File: config.mk
export PLATFORM = sky130hd
export DESIGN_NAME = memory_256x8_flat
export DESIGN_NICKNAME = d
export VERILOG_FILES = /design/src/rtl/memory_256x8_pkg.sv /design/src/rtl/memory_256x8_if.sv /design/src/rtl/memory_256x8_clear_ctrl.sv /design/src/rtl/memory_256x8.sv /design/src/flat_wrapper.sv
export SDC_FILE = /design/constraint.sdc
export NUM_CORES = 2
export LEC_CHECK = 0
export CORE_MARGIN = 2
export CORE_UTILIZATION = 62
export CTS_CLUSTER_DIAMETER = 80
export DETAILED_ROUTE_END_ITERATION = 16
export GPL_TIMING_DRIVEN = 0
export PLACE_DENSITY = 0.78
export SETUP_SLACK_MARGIN = 0.05
export SYNTH_ARGS = -nofsm -noshare
export SYNTH_HDL_FRONTEND = slang
export SYNTH_SLANG_ARGS = --single-unit
export TNS_END_PERCENT = 1
File: constraint.sdc
create_clock -name clock -period 7.4 [get_ports clock]
set_input_delay 1.48 -clock clock [delete_from_list [all_inputs] [get_ports clock]]
set_output_delay 1.48 -clock clock [all_outputs]
set_load 0.05 [all_outputs]
File: src/rtl/memory_256x8_pkg.sv
// Shared types and default geometry for the 256x8 single-port RAM.
package memory_256x8_pkg;

    localparam int unsigned DATA_WIDTH = 8;
    localparam int unsigned ADDR_WIDTH = 8;
    localparam int unsigned DEPTH      = 1 << ADDR_WIDTH;

    typedef enum logic {
        CLEAR = 1'b0,
        RUN   = 1'b1
    } state_t;

    typedef logic [DATA_WIDTH-1:0] word_t;
    typedef logic [ADDR_WIDTH-1:0] addr_t;

endpackage

File: src/rtl/memory_256x8_if.sv
// Access bus for the RAM: shared address, write data/enable, registered read data and ready.
interface memory_256x8_if #(
    parameter int unsigned DATA_WIDTH = memory_256x8_pkg::DATA_WIDTH,
    parameter int unsigned ADDR_WIDTH = memory_256x8_pkg::ADDR_WIDTH
);
    logic [ADDR_WIDTH-1:0] address;
    logic [DATA_WIDTH-1:0] data;
    logic                  wren;
    logic [DATA_WIDTH-1:0] q;
    logic                  ready;

    modport master (
        output address,
        output data,
        output wren,
        input  q,
        input  ready
    );

    modport slave (
        input  address,
        input  data,
        input  wren,
        output q,
        output ready
    );
endinterface

File: src/rtl/memory_256x8_clear_ctrl.sv
// Post-reset clear sequencer: state, clear pointer, ready flag and the array write-port mux.
module memory_256x8_clear_ctrl
    import memory_256x8_pkg::*;
#(
    parameter int unsigned DATA_WIDTH = memory_256x8_pkg::DATA_WIDTH,
    parameter int unsigned ADDR_WIDTH = memory_256x8_pkg::ADDR_WIDTH
) (
    input  logic                  clock,
    input  logic                  reset_n,
    input  logic [ADDR_WIDTH-1:0] user_addr,
    input  logic [DATA_WIDTH-1:0] user_data,
    input  logic                  user_wren,
    output logic                  ready,
    output logic                  wr_en_c,
    output logic [ADDR_WIDTH-1:0] wr_addr_c,
    output logic [DATA_WIDTH-1:0] wr_data_c
);

    localparam logic [ADDR_WIDTH-1:0] LAST_ADDR = {ADDR_WIDTH{1'b1}};

    state_t                state;
    logic [ADDR_WIDTH-1:0] ptr;

    // Walk every address once after reset, then hand the array to the user.
    always_ff @(posedge clock or negedge reset_n) begin
        if (!reset_n) begin
            state <= CLEAR;
            ptr   <= '0;
            ready <= 1'b0;
        end else begin
            case (state)
                CLEAR: begin
                    ptr <= ptr + ADDR_WIDTH'(1);
                    if (ptr == LAST_ADDR) begin
                        state <= RUN;
                        ready <= 1'b1;
                    end
                end
                RUN: begin
                    state <= RUN;
                    ready <= 1'b1;
                end
                default: begin
                    state <= CLEAR;
                    ptr   <= '0;
                    ready <= 1'b0;
                end
            endcase
        end
    end

    // Clear writes own the port during CLEAR; user inputs are ignored there.
    always_comb begin
        wr_en_c   = user_wren;
        wr_addr_c = user_addr;
        wr_data_c = user_data;
        if (state == CLEAR) begin
            wr_en_c   = 1'b1;
            wr_addr_c = ptr;
            wr_data_c = '0;
        end
    end

endmodule

File: src/rtl/memory_256x8.sv
// 256x8 single-port synchronous RAM with write-through registered read and self-clear after reset.
module memory_256x8
    import memory_256x8_pkg::*;
#(
    parameter int unsigned DATA_WIDTH = memory_256x8_pkg::DATA_WIDTH,
    parameter int unsigned ADDR_WIDTH = memory_256x8_pkg::ADDR_WIDTH
) (
    input  logic           clock,
    input  logic           reset_n,
    memory_256x8_if.slave  bus
);

    localparam int unsigned WORDS = 1 << ADDR_WIDTH;

    logic [DATA_WIDTH-1:0] mem [WORDS];
    logic                  ready;
    logic                  wr_en_c;
    logic [ADDR_WIDTH-1:0] wr_addr_c;
    logic [DATA_WIDTH-1:0] wr_data_c;
    logic [DATA_WIDTH-1:0] q;

    memory_256x8_clear_ctrl #(
        .DATA_WIDTH (DATA_WIDTH),
        .ADDR_WIDTH (ADDR_WIDTH)
    ) u_clear_ctrl (
        .clock     (clock),
        .reset_n   (reset_n),
        .user_addr (bus.address),
        .user_data (bus.data),
        .user_wren (bus.wren),
        .ready     (ready),
        .wr_en_c   (wr_en_c),
        .wr_addr_c (wr_addr_c),
        .wr_data_c (wr_data_c)
    );

    // Storage array: no reset so it maps onto a RAM macro.
    always_ff @(posedge clock) begin
        if (wr_en_c) begin
            mem[wr_addr_c] <= wr_data_c;
        end
    end

    // Read port; a write returns the new data on the same edge.
    always_ff @(posedge clock or negedge reset_n) begin
        if (!reset_n) begin
            q <= '0;
        end else if (!ready) begin
            q <= '0;
        end else if (bus.wren) begin
            q <= bus.data;
        end else begin
            q <= mem[bus.address];
        end
    end

    assign bus.q     = q;
    assign bus.ready = ready;

endmodule

File: src/flat_wrapper.sv
// flat-port wrapper written by rule: the top's interface ports become plain ports
module memory_256x8_flat import memory_256x8_pkg::*;
#(
    parameter int unsigned DATA_WIDTH = memory_256x8_pkg::DATA_WIDTH,
    parameter int unsigned ADDR_WIDTH = memory_256x8_pkg::ADDR_WIDTH
)
  (clock, reset_n, bus_address, bus_data, bus_wren, bus_q, bus_ready);
  memory_256x8_if #(.DATA_WIDTH(DATA_WIDTH), .ADDR_WIDTH(ADDR_WIDTH)) bus_i ();
  input  logic clock;
  input  logic reset_n;
  input wire logic [$bits(bus_i.address)-1:0] bus_address;
  input wire logic [$bits(bus_i.data)-1:0] bus_data;
  input wire logic [$bits(bus_i.wren)-1:0] bus_wren;
  output wire logic [$bits(bus_i.q)-1:0] bus_q;
  output wire logic [$bits(bus_i.ready)-1:0] bus_ready;
  assign bus_i.address = bus_address;
  assign bus_i.data = bus_data;
  assign bus_i.wren = bus_wren;
  assign bus_q = bus_i.q;
  assign bus_ready = bus_i.ready;
  memory_256x8 #(.DATA_WIDTH(DATA_WIDTH), .ADDR_WIDTH(ADDR_WIDTH)) u_core (.clock(clock), .reset_n(reset_n), .bus(bus_i));
endmodule
==> summary.md <==
| Metric | Value |
|---|---|
| Gate power share | 4.1% |
| DRT Pass-1 Iters | 14 |
| NumNets Final | roughly 4,200 |
| Top-count cell post-synth | edfxtp_1 |
| Initial antenna violation count | 28 |
| Pin count of the biggest net entering global routing | between 90 and 100 |
| CORE AREA | 0.129 mm2 |
| IO Port Bufs | 24 |
| CP Data Required Time | around 8000 ps |
| Clock network fraction of total power | 42.8% |
| Cells after Synth | about 3,900 |
| P_int | ~19 mW |
| Tcrit/Tclk final | 101% |
| Via count | ~47,000 |
| Clock skew | 35.9 ps |
| Reg area | 0.0619 mm2 |
| Switch Pwr | 5.29 mW |
| Slew Viols, Final | 71 |
| ANT nets after route | 0 |
| Slowest CP cell | nor4_1 |
| DIE AREA | 0.133 mm2 |
| Hold buffer count at CTS | 0 |
| Max cap viols | 11 |
| Flop pwr share | between 50% and 60% |
| Clock slew at reported path FFs | 70 ps |
| Post-synth top area cell | edfxtp_1 |
| Clock sinks | 2,066 |
| Area Overhead vs Synth | 11.8% |
| Sequential area share after synthesis | 76.5% |
| Highest clock rate | around 130 MHz |
| Post-synth EDFFs | between 2,000 and 2,500 |
| Fin crit period | around 7500 ps |
| Worst slew pin tran | roughly 1600 ps |
| Crit path DAT | 8080 ps |
| Worst Slack Setup Final | -64.2 ps |
| Post-Synthesis Net Count | approximately 3,900 |
| Critical Path Sink Type | flop |
| Vias in the first global route | around 45,000 |
| Iter 0 DRT Violations | about 11,000 |
| Mapped Area | ~0.081 mm2 |
| Overall power | 23.8 mW |
| Rows | between 100 and 150 |
| CTS tree | done |
| Cts repair resizes | 0 |
| Critical path buffers and inverters | 5 |
| CTS H-tree lvls | 4 |
| Met3 wire length | 55.5 mm |
| Status | finished, violations left |
| Initial core utilization | a little over three fifths |
| First-pass GRT wire length | around 390 mm |
| Predominant post-synthesis flop cell | edfxtp_1 |
| Postcts setup bufs | 0 |
| Critical Path Max Stage Delay | 1320 ps |
| Multi-input logic area | roughly 0.017 mm2 |
| GRT Overall Usage | a little under half |
| Sw frac | 22.2% |
| Relative slew slack | -8.82% |
| Worst vdd ir | 297 uV |
| I/O pin count | 28 |
| Num CTS Buffers | between 150 and 200 |
| Synth warn | 0 |
| Root buffer cell | clkbuf_16 |
| Bufs on Longest Clock Path | 3 |
| Uppermost layer routed | met5 |
| Critical path, cell by cell | clkdlybuf4s50_1, buf_2, buf_2, nand3_1, clkbuf_1, clkbuf_1, o22ai_1, nor4_1, a31oi_1, nand4_1, o311ai_1 |
| Hpwl dp | between 150 and 200 mm |
| Worst path top cell family by delay | buffers and inverters |
| Remaining DRCs | 0 |
| Hold Path Class | reg2reg |
| Post-synth cell types | 73 |
| Final hold vios | 0 |
| Chip width | 365 um |
| Pwr Density | 264 mW/mm2 |
| Failing checks | capacitance limit, slew limit, setup timing |
| DIE HEIGHT | 365 um |
| Share of cells above drive strength 1 | a little over a fifth |
| Setup crit start kind | primary input |
| Unrepaired setup endpoints after global routing | no |
| Top area cells in the synthesized netlist | edfxtp_1 (76%), mux4_2 (12%), mux2i_1 (2.8%), nor2_1 (1.4%), mux4_1 (0.78%) |
| Final WL | around 300 mm |
| Clk_lat worst skew | slightly below 900 ps |
| Crit Path Category | in2reg |
| Asr flop ratio synth | 0.871% |
| Met2 wire length | around 120 mm |
| Most instantiated cells after synthesis | edfxtp_1 (2,048), mux4_2 (414), nor2_1 (307), mux2i_1 (225), nand2_1 (134) |
| Via density per instance | approximately 7.8 |
| Avg Cell Area, Syn | 20.7 um2 |
| Pleak | roughly 24 nW |
| # setup viols final | 9 |
| Crit-path max FO | 10 |
| Share of the synthesized area in the top cell type | between 70% and 80% |
| Final core occ | approximately 70% |
| GRT overflow | 0 |
| WL/cell | 49.4 um |
| #FFs+latches synth | about 2,100 |
| Gpl congestion | 1.08 |
| Fillers | a little under 8,000 |
| Met1 WL | a little over 90 mm |
[layer usage]
metal  up-vias  global-route usage, %
li1      16800                      -
met1     23800                   56.4
met2      5459                   63.0
met3      1269                   22.6
met4        26                   33.0
met5         -                      0
[area by class of cell]
cell class | instances | share of cell area (%)
Antenna cell | 13 | 0.0360
Buffer | 229 | 1.91
Clock buffer | 239 | 5.68
Clock inverter | 118 | 1.37
Inverter | 4 | 0.0166
Multi-Input combinational cell | 1604 | 19.1
Sequential cell | 2066 | 68.5
Tap cell | 1742 | 2.41
Timing Repair Buffer | 52 | 0.946
[power groups by stage]
stage,clock [mW],combinational (mW),sequential (mW)
after floorplan,0,0.411,12.9
after global placement,0,0.888,12.9
after detailed placement,0,0.892,12.9
after CTS,10.1,0.896,12.7
after global routing,10.5,0.924,12.7
final,10.2,0.973,12.7
[cells in the final DEF (no fill, tap or decap), types with 42 or more instances in the layout]
| cell | netlist | routed |
|---|---|---|
| edfxtp_1 | 2048 | 2048 |
| mux4_2 | 414 | 414 |
| nor2_1 | 307 | 307 |
| mux2i_1 | 225 | 225 |
| clkbuf_16 | 0 | 198 |
| nand2_1 | 134 | 134 |
| clkbuf_1 | 70 | 99 |
| o22ai_1 | 74 | 74 |
| buf_2 | 62 | 66 |
| o21ai_0 | 44 | 43 |
| a22oi_1 | 42 | 42 |
[sequential cells by signal, summed over array words and instances (netlist names)]
signal	count
u_core.u_clear_ctrl.ready	1
u_core.u_clear_ctrl.state	1
u_core.bus.q	8
u_core.u_clear_ctrl.ptr	8
u_core.mem	2048
[kinds of logic after synthesis]
family | share of synthesized area (%)
simple gates | 3.26
xor+xnor | 0.0757
mux | 15.1
fa+ha+maj | 0.0155
buf+inv | 2.14
compound gates | 2.85
flops | 76.5
[worst paths after layout]
check	start	end	slack (ps)	cells after the start
hold reg to reg	u_core.u_clear_ctrl.ptr[7]$_DFFE_PN0N_	u_core.u_clear_ctrl.ptr[7]$_DFFE_PN0N_	550	1
min in group asynchronous	reset_n	u_core.bus.q[2]$_DFF_PN0_	690	1
setup / recovery	bus_address[1]	u_core.bus.q[2]$_DFF_PN0_	-60	11
hold / removal	u_core.u_clear_ctrl.ptr[7]$_DFFE_PN0N_	u_core.u_clear_ctrl.ptr[7]$_DFFE_PN0N_	550	1
max in group asynchronous	reset_n	u_core.bus.q[0]$_DFF_PN0_	6140	1
setup reg to reg	u_core.u_clear_ctrl.state$_DFF_PN0_	u_core.mem[216][4]$_DFFE_PP_	2870	6
[stage by stage]
step                      cell area, um2  setup TNS (ps)  setup slack [ps]  instances  hold slack, ps
after floorplan                    80900               0              1810       3903             499
after global placement             83400        -5147860             -2670       5669             523
after detailed placement           84000          -49210              -339       5696             538
after CTS                          90400               0               505       6053             547
after global routing               90400               0               399       6055             567
final                              90500            -303             -64.2       6067             554
No activity file was read; power rests on OpenSTA's default activity.
